### src/rtl/round_sequencer_pkg.sv
// round_pkg: shared state encoding, widths and default constants for the round sequencer
package round_pkg;
    localparam int INTERVAL_W         = 3;
    localparam int LEVEL_W            = 4;
    localparam int DEF_START_INTERVAL = 7;
    localparam int DEF_MIN_INTERVAL   = 1;
    localparam int DEF_MAX_MISSES     = 3;

    typedef enum logic [2:0] {
        S_IDLE    = 3'd0,
        S_RESTART = 3'd1,
        S_RUN     = 3'd2,
        S_HIT     = 3'd3,
        S_MISS    = 3'd4,
        S_OVER    = 3'd5
    } state_t;

    // One step faster, but never below the floor
    function automatic logic [INTERVAL_W-1:0] shrink_interval(
        input logic [INTERVAL_W-1:0] cur,
        input logic [INTERVAL_W-1:0] floor_v
    );
        return (cur > floor_v) ? cur - 1'b1 : floor_v;
    endfunction
endpackage

### src/rtl/round_sequencer_if.sv
// round_sequencer_if: game inputs and timer/display outputs of the round sequencer
interface round_sequencer_if #(parameter int SCORE_W = 8);
    logic                            start;
    logic                            hit;
    logic                            timeout;
    logic [round_pkg::INTERVAL_W-1:0] interval;
    logic                            dir;
    logic                            tmr_rst_n;
    logic                            mole_active;
    logic [SCORE_W-1:0]              score;
    logic [1:0]                      misses;
    logic                            game_over;

    modport master (
        input  start, hit, timeout,
        output interval, dir, tmr_rst_n, mole_active, score, misses, game_over
    );

    modport slave (
        output start, hit, timeout,
        input  interval, dir, tmr_rst_n, mole_active, score, misses, game_over
    );
endinterface

### src/rtl/round_sequencer_sat_counter.sv
// sat_counter: saturating up-counter with synchronous clear (clear wins over enable)
module sat_counter #(
    parameter int W = 8
) (
    input  logic         clk,
    input  logic         rst_n,
    input  logic         i_clr,
    input  logic         i_en,
    output logic [W-1:0] o_q
);
    logic [W-1:0] r_q;

    // Count up on enable and stick at all-ones
    always_ff @(posedge clk or negedge rst_n) begin
        if (!rst_n)
            r_q <= '0;
        else if (i_clr)
            r_q <= '0;
        else if (i_en && r_q != '1)
            r_q <= r_q + 1'b1;
    end

    assign o_q = r_q;
endmodule

### src/rtl/round_sequencer.sv
// round_sequencer: drives mole rounds on the interval timer, scores hits, counts misses, speeds up per level
module round_sequencer
    import round_pkg::*;
#(
    parameter int   SCORE_W        = 8,
    parameter int   MAX_MISSES     = DEF_MAX_MISSES,
    parameter int   HITS_PER_LEVEL = 4,
    parameter int   START_INTERVAL = DEF_START_INTERVAL,
    parameter int   MIN_INTERVAL   = DEF_MIN_INTERVAL,
    parameter logic COUNT_DIR      = 1'b0
) (
    input logic               clk,
    input logic               rst_n,
    round_sequencer_if.master bus
);
    localparam logic [INTERVAL_W-1:0] L_START = INTERVAL_W'(START_INTERVAL);
    localparam logic [INTERVAL_W-1:0] L_MIN   = INTERVAL_W'(MIN_INTERVAL);
    localparam logic [LEVEL_W-1:0]    L_LAST  = LEVEL_W'(HITS_PER_LEVEL - 1);
    localparam logic [1:0]            L_MAXM  = 2'(MAX_MISSES);

    state_t                r_state;
    logic [INTERVAL_W-1:0] r_interval;
    logic                  r_tmr_rst_n;
    logic                  r_mole_active;
    logic [1:0]            r_misses;
    logic                  r_game_over;
    logic [SCORE_W-1:0]    w_score;
    logic [LEVEL_W-1:0]    w_level_hits;
    logic                  w_begin;
    logic                  w_hit;
    logic                  w_level_up;

    // Counter updates coincide with the transition into HIT so score is visible one cycle after the hit
    assign w_begin    = (r_state == S_IDLE || r_state == S_OVER) && bus.start;
    assign w_hit      = (r_state == S_RUN) && bus.hit;
    assign w_level_up = w_hit && (w_level_hits == L_LAST);

    sat_counter #(.W(SCORE_W)) u_score (
        .clk   (clk),
        .rst_n (rst_n),
        .i_clr (w_begin),
        .i_en  (w_hit),
        .o_q   (w_score)
    );

    sat_counter #(.W(LEVEL_W)) u_level (
        .clk   (clk),
        .rst_n (rst_n),
        .i_clr (w_begin || w_level_up),
        .i_en  (w_hit),
        .o_q   (w_level_hits)
    );

    // Round FSM; outputs are set on entry to each state so they are registered yet aligned with it
    always_ff @(posedge clk or negedge rst_n) begin
        if (!rst_n) begin
            r_state       <= S_IDLE;
            r_interval    <= L_START;
            r_tmr_rst_n   <= 1'b0;
            r_mole_active <= 1'b0;
            r_misses      <= 2'd0;
            r_game_over   <= 1'b0;
        end else begin
            case (r_state)
                S_IDLE, S_OVER: begin
                    if (bus.start) begin
                        r_state       <= S_RESTART;
                        r_interval    <= L_START;
                        r_misses      <= 2'd0;
                        r_game_over   <= 1'b0;
                        r_tmr_rst_n   <= 1'b0;
                        r_mole_active <= 1'b0;
                    end
                end
                S_RESTART: begin
                    r_state       <= S_RUN;
                    r_tmr_rst_n   <= 1'b1;
                    r_mole_active <= 1'b1;
                end
                S_RUN: begin
                    if (bus.hit) begin
                        r_state       <= S_HIT;
                        r_mole_active <= 1'b0;
                        if (w_level_up)
                            r_interval <= shrink_interval(r_interval, L_MIN);
                    end else if (bus.timeout) begin
                        r_state       <= S_MISS;
                        r_mole_active <= 1'b0;
                        r_misses      <= r_misses + 2'd1;
                    end
                end
                S_HIT: begin
                    r_state     <= S_RESTART;
                    r_tmr_rst_n <= 1'b0;
                end
                S_MISS: begin
                    r_tmr_rst_n <= 1'b0;
                    if (r_misses == L_MAXM) begin
                        r_state     <= S_OVER;
                        r_game_over <= 1'b1;
                    end else begin
                        r_state <= S_RESTART;
                    end
                end
                default: begin
                    r_state       <= S_IDLE;
                    r_tmr_rst_n   <= 1'b0;
                    r_mole_active <= 1'b0;
                end
            endcase
        end
    end

    assign bus.interval    = r_interval;
    assign bus.dir         = COUNT_DIR;
    assign bus.tmr_rst_n   = r_tmr_rst_n;
    assign bus.mole_active = r_mole_active;
    assign bus.score       = w_score;
    assign bus.misses      = r_misses;
    assign bus.game_over   = r_game_over;
endmodule

### src/flat_wrapper.sv
// flat-port wrapper written by rule: the top's interface ports become plain ports
module round_sequencer_flat import round_pkg::*;
#(
    parameter int   SCORE_W        = 8,
    parameter int   MAX_MISSES     = DEF_MAX_MISSES,
    parameter int   HITS_PER_LEVEL = 4,
    parameter int   START_INTERVAL = DEF_START_INTERVAL,
    parameter int   MIN_INTERVAL   = DEF_MIN_INTERVAL,
    parameter logic COUNT_DIR      = 1'b0
)
  (clk, rst_n, bus_start, bus_hit, bus_timeout, bus_interval, bus_dir, bus_tmr_rst_n, bus_mole_active, bus_score, bus_misses, bus_game_over);
  round_sequencer_if #(.SCORE_W(SCORE_W)) bus_i ();
  input logic clk;
  input logic rst_n;
  input wire logic [$bits(bus_i.start)-1:0] bus_start;
  input wire logic [$bits(bus_i.hit)-1:0] bus_hit;
  input wire logic [$bits(bus_i.timeout)-1:0] bus_timeout;
  output wire logic [$bits(bus_i.interval)-1:0] bus_interval;
  output wire logic [$bits(bus_i.dir)-1:0] bus_dir;
  output wire logic [$bits(bus_i.tmr_rst_n)-1:0] bus_tmr_rst_n;
  output wire logic [$bits(bus_i.mole_active)-1:0] bus_mole_active;
  output wire logic [$bits(bus_i.score)-1:0] bus_score;
  output wire logic [$bits(bus_i.misses)-1:0] bus_misses;
  output wire logic [$bits(bus_i.game_over)-1:0] bus_game_over;
  assign bus_i.start = bus_start;
  assign bus_i.hit = bus_hit;
  assign bus_i.timeout = bus_timeout;
  assign bus_interval = bus_i.interval;
  assign bus_dir = bus_i.dir;
  assign bus_tmr_rst_n = bus_i.tmr_rst_n;
  assign bus_mole_active = bus_i.mole_active;
  assign bus_score = bus_i.score;
  assign bus_misses = bus_i.misses;
  assign bus_game_over = bus_i.game_over;
  round_sequencer #(.SCORE_W(SCORE_W), .MAX_MISSES(MAX_MISSES), .HITS_PER_LEVEL(HITS_PER_LEVEL), .START_INTERVAL(START_INTERVAL), .MIN_INTERVAL(MIN_INTERVAL), .COUNT_DIR(COUNT_DIR)) u_core (.clk(clk), .rst_n(rst_n), .bus(bus_i));
endmodule
### config.mk
export PLATFORM = sky130hd
export DESIGN_NAME = round_sequencer_flat
export DESIGN_NICKNAME = d
export VERILOG_FILES = /design/src/rtl/round_sequencer_pkg.sv /design/src/rtl/round_sequencer_if.sv /design/src/rtl/round_sequencer_sat_counter.sv /design/src/rtl/round_sequencer.sv /design/src/flat_wrapper.sv
export SDC_FILE = /design/constraint.sdc
export NUM_CORES = 1
export LEC_CHECK = 0
export CORE_ASPECT_RATIO = 1.1
export CORE_MARGIN = 4
export CORE_UTILIZATION = 53
export DETAILED_ROUTE_END_ITERATION = 10
export GPL_TIMING_DRIVEN = 0
export PLACE_DENSITY = 0.79
export SETUP_SLACK_MARGIN = 0.5
export SYNTH_ARGS = -nofsm -noshare
export SYNTH_HDL_FRONTEND = slang
export SYNTH_HIERARCHICAL = 1
export SYNTH_SLANG_ARGS = --single-unit
### constraint.sdc
create_clock -name clk -period 1.95 [get_ports clk]
set_input_delay 0.4875 -clock clk [delete_from_list [all_inputs] [get_ports clk]]
set_output_delay 0.4875 -clock clk [all_outputs]
set_load 0.1 [all_outputs]
After elaboration in Yosys (flattened, before gate mapping):

Index checks and enable logic that the tools add are counted.

* reductions and logical operators: 20
* mux-type cells: 25
* equal/unequal tests: 16
* bitwise gates (word level): 2
* order comparisons: 1
* $add $sub $neg: 4

Operator list (number)
* $mux W3: 8
* $mux W8: 2
* $pmux W3 S5: 1
* $add A8 B1 Y8 const B: 1
* $mux W4: 2
* $ne A2 B2 Y1 const B: 4
* $ne A8 B8 Y1 const B: 1
* $reduce_and A4 Y1: 2
* $reduce_bool A2 Y1: 4
* $eq A3 B2 Y1 const B: 2
* $eq A3 B3 Y1 const B: 2
* $mux W2: 3
* $pmux W3 S2: 1
* $reduce_and A3 Y1: 2
* $logic_and A1 B1 Y1: 5
* $add A4 B1 Y4 const B: 1
* $eq A4 B2 Y1 const B: 1
* $mux W1: 4
* $ne A2 B1 Y1 const B: 2
* $ne A4 B4 Y1 const B: 1
* $pmux W1 S4: 1
* $pmux W2 S2: 1
* $reduce_and A2 Y1: 2
* $reduce_or A2 Y1: 2
* other kinds (11): 13

* flip-flop bits (word level): 23
* logic and storage cells: 76
* output and inout bits: 17
* input port bits: 5

Logic depth before layout (Yosys ltp):

* depth after elaboration: 6
* depth in mapped cells: 6
* depth with buffers taken out: 6

By module:

The synthesis kept the hierarchy.

By module, submodules not included
* round_sequencer: cells each 75, times used 1, seq. area each 279.0 um^2, area an instance 704.4 um^2
* sat_counter (u_core.u_score): cells each 49, times used 1, seq. area each 200.2 um^2, area an instance 464.2 um^2
* sat_counter (u_core.u_level): cells each 20, times used 1, seq. area each 100.1 um^2, area an instance 229.0 um^2

Worst setup path before layout:

No wires, ideal clock.

* path type: reg-to-reg
* start: register u_core.u_score.r_q[0], in the netlist u_core/u_score/o_q[0]
* end: register u_core.u_score.r_q[0], in the netlist u_core/u_score/o_q[0]
* library setup time: 0.125 ns
* arrival: 2.010 ns
* stages on the path, launching flop included: 5
* clock period less this slack: 2.135 ns
* data required time: 1.825 ns
* path buffers: 0
* setup slack: -0.185 ns
* cell sequence: dfrtp_1 -> ha_1 -> and4_2 -> a21boi_1 -> mux2_2

* word-level cells in the longest chain between the ends: 3
* elaborated cells on any way between the ends: 6
* classes of those cells: add/sub: 1; eq/ne: 1; mux: 2; reduce/logical: 2

Ends and longest elaborated chain
* from (decl): line round_sequencer_sat_counter.sv:11 `logic [W-1:0] r_q;`
* from (signal assigned): line round_sequencer_sat_counter.sv:20 `r_q <= r_q + 1'b1;`
* $add A8 B1 Y8 / $ne A8 B8 Y1 (equally long branches): line round_sequencer_sat_counter.sv:20, round_sequencer_sat_counter.sv:19
* $mux W8 / $logic_and A1 B1 Y1 (equally long branches): line round_sequencer_sat_counter.sv:19 `else if (i_en && r_q != '1)`
* $mux W8 / $reduce_bool A2 Y1 (equally long branches)

Several ways; a longest one is shown, not always the timed one. The select of a mux whose other input is x is not followed.
A chain may end at the register's enable or synchronous reset.

Worst setup path in the final report:

* start: register u_core.r_state[0]
* end: register u_core.u_score.r_q[7], in the netlist u_core/u_score/o_q[7]

* word-level cells in the longest chain between the ends: 4
* elaborated cells on any way between the ends: 9
* classes of those cells: eq/ne: 2; mux: 1; reduce/logical: 6

Ends and longest elaborated chain
* from (decl): line round_sequencer.sv:21 `state_t r_state;`
* from (signal assigned): line round_sequencer.sv:57 `r_state <= S_IDLE;`
* from (signal assigned): line round_sequencer.sv:67 `r_state <= S_RESTART;`
* from (signal assigned): line round_sequencer.sv:76 `r_state <= S_RUN;`
* $eq A3 B2 Y1: line round_sequencer.sv:35 `assign w_hit = (r_state == S_RUN) && bus.hit;`
* $logic_and A1 B1 Y1: line round_sequencer.sv:35
* via u_core.w_hit: line round_sequencer.sv:30 `logic w_hit;`
* $logic_and A1 B1 Y1: line round_sequencer_sat_counter.sv:19
* $reduce_bool A2 Y1 (no source line)

The timed path passes the listed nets, and every way through them passes these cells.

==> impl_metrics.toml <==
[run_status]
status = "finished clean"

[floorplanning]
coreArea_um2 = 2520
rows = 19
dieWidth_um = 57.0
initial_core_util_pct = 55.5
die_h_um = 61.9
die-area_um2 = 3520
io_pins = 22

[synthesis]
async_reset_ff_share_pct = 100
synth-edff-count = 0
yosysUniqueCellTypes = 52
yosys_register_bits = 23
seq_area_frac_synth_pct = 41.5
avgSynthCellArea_um2 = 9.71
syn-cell-area_um2 = 1400
ys_warn_count = 6
syn_nets = 154
synthFlopType = "dfrtp_1"
syn_inst = 144

[clock_network]
clk_pin_slew_ps = 160
cts.hold.buffers_added = 0
h-tree-depth = 1
cts_tree = "built"
cts_sinks = 23
cts-root-buf = "clkbuf_4"
clk_latency_ps = 330
numCtsBuffers = 3
clk_path_buf_depth = 2

[timing]
hold_ws_ps = 430
slew_headroom_pct = 29.8
setup_tns_ps = 0
clock_skew_ps = 18.2
fmax_ghz = 0.546
finalHoldViolations = 0
drv_slew = 0
setup_violations = 0
tightest_slew_ps = 1050
min_period_ps = 1830
fin_crit_sh_pct = 93.8
rsz0062_at_grt = "yes"

[power]
p_seq_share_pct = 24.9
ir_drop_uv = 1420
p_sw_uw = 1510
pwr-share-comb_pct = 67.1
p_clk_share_pct = 8.0
p_sw_share_pct = 49.2
internal_power_uw = 1560
power_density_nw_per_um2 = 1270
leakagePower_uw = 0.00104

[final_layout]
ff_latch_area_um2 = 607
nFillCells = 64
utilization_pct = 95.7
nNetsFinal = 216
area_delta_synth_final_pct = 72.5
layout-drive-gt1-share_pct = 62.4
antenna_cells = 0
multi_input_comb_area_um2 = 997

[drt]
viasPerCell = 6.80
finalWirelength_mm = 6.37
post_drt_wl_per_cell_um = 27.0
drc = 0
antenna_left = 0
vias = 1605
drtIter0Drc = 265
dr.pass1.iters = 5

[placed_design]
port_buffers = 20
gp_congestion = 0.803
dp_hpwl_mm = 2.06

[critical_path]
critPathKind = "flop to flop"
path_buf_inv = 2
arrival_ps = 2040
cp_max_fo = 4
crit_chain = "and4bb_2 > buf_6 > nand3_4 > buf_4 > nor4_1 > a211oi_2"
slowest_delay_ps = 440
worst_ep_required_time_ps = 2160
path_delay_family = "simple AND/OR/NAND/NOR gates"
crit_path_end_kind = "flop"
cp_slowest_cell = "nor4_1"
start_kind = "flop"

[global_route]
antenna_found_initial = 0
grt_pass1_vias = 1462
grt.overflow.total = 0
grt_pass1_wl_mm = 7.08
grt_usage_pct = 26.4
grt_max_degree = 24

[flow_run]
drv_cap = 0

[hold_path]
hp-class = "input port to async pin"
layout make-up:
cell class                 count  share of cell area [%]
multi-input combinational    107                    41.4
timing repair buffer          57                    27.4
sequential                    23                    25.2
buffer                         5                    1.82
tap                           31                    1.61
inverter                       9                    1.50
clock buffer                   3                   0.934
clock inverter                 1                   0.208
repair_timing:
action,in CTS,in global routing
pin swaps,12,10
resized for setup,160,38
buffers inserted,29,8
endpoints found under the setup margin,43,38
layer usage:
layer	GRT usage [%]	routed length, um	vias up
li1	-	-	642
met1	27.8	2290	774
met2	48.9	3160	149
met3	5.99	530	40
met4	15.6	387	0
met5	0	0	-
cell families (layout without fill, tap and decap cells):
group,Yosys count,after routing,share of synthesized area (%)
simple gates,64,64,29.0
compound gates,29,29,14.0
flops,23,23,41.5
buf+inv,14,75,4.12
mux,8,8,6.71
fa+ha+maj,5,5,4.48
other cells,1,1,0.268
through the flow:
step           area [um2]  power (uW)  instances  setup WS [ps]
2_1_floorplan        1510        1720        144            193
3_3_place_gp         1750        1950        195           -375
3_5_place_dp         1750        1980        195           -425
4_1_cts              2210        2640        228            286
5_1_grt              2410        3150        236            183
6_report             2410        3070        236            120
final timing paths:
path	cells past startpoint	to	slack [ps]	startpoint
setup / recovery	6	u_core/u_score/o_q[7]	120	u_core/r_state[0]
hold / removal	1	u_core/bus.tmr_rst_n	430	rst_n
setup reg to reg	6	u_core/u_score/o_q[7]	120	u_core/r_state[0]
hold reg to reg	2	u_core/bus.misses[1]	600	u_core/bus.misses[1]
max in group asynchronous	1	u_core/u_score/o_q[1]	770	rst_n
min in group clk	2	u_core/bus.misses[1]	600	u_core/bus.misses[1]
placed cells by master, fill, tap and decap left out, types with 3 or more instances in the layout:
cell	count
a21oi_1	5
a21oi_2	3
buf_12	16
buf_4	30
buf_6	9
clkbuf_2	3
clkbuf_4	3
dfrtp_1	9
dfrtp_2	7
dfrtp_4	4
ha_1	3
inv_1	8
mux2_4	4
mux2i_1	3
nand2_1	6
nand2b_1	4
nand2b_4	4
nor2_1	8
nor2b_1	3
nor3_2	6
o21ai_0	5
flip-flops by register name, summed over array words and instances (netlist names):
register,count
u_core/bus.interval,3
u_core/u_level/o_q,4
u_core/bus.game_over,1
u_core/u_score/o_q,8
u_core/r_state,3
u_core/bus.mole_active,1
u_core/bus.tmr_rst_n,1
u_core/bus.misses,2
power by group through the flow:
stage          clock [uW]  combinational, uW  sequential [uW]
2_1_floorplan           0                548             1170
3_3_place_gp            0               1220              733
3_5_place_dp            0               1240              746
4_1_cts               236               1680              732
5_1_grt               260               2110              773
6_report              247               2060              764
cell usage after synthesis, drive strengths merged, types with 4 or more instances:
library cell,number,area share [%]
a21oi,9,4.0
dfrtp,20,36
ha,5,4.5
inv,9,2.4
mux2,5,4.6
nand2,8,2.3
nand2b,9,4.2
nand3,4,1.8
nor2,11,3.0
nor2b,5,2.8
nor3,8,2.9
o21ai,6,2.1
(Power assumes the default switching activity.)
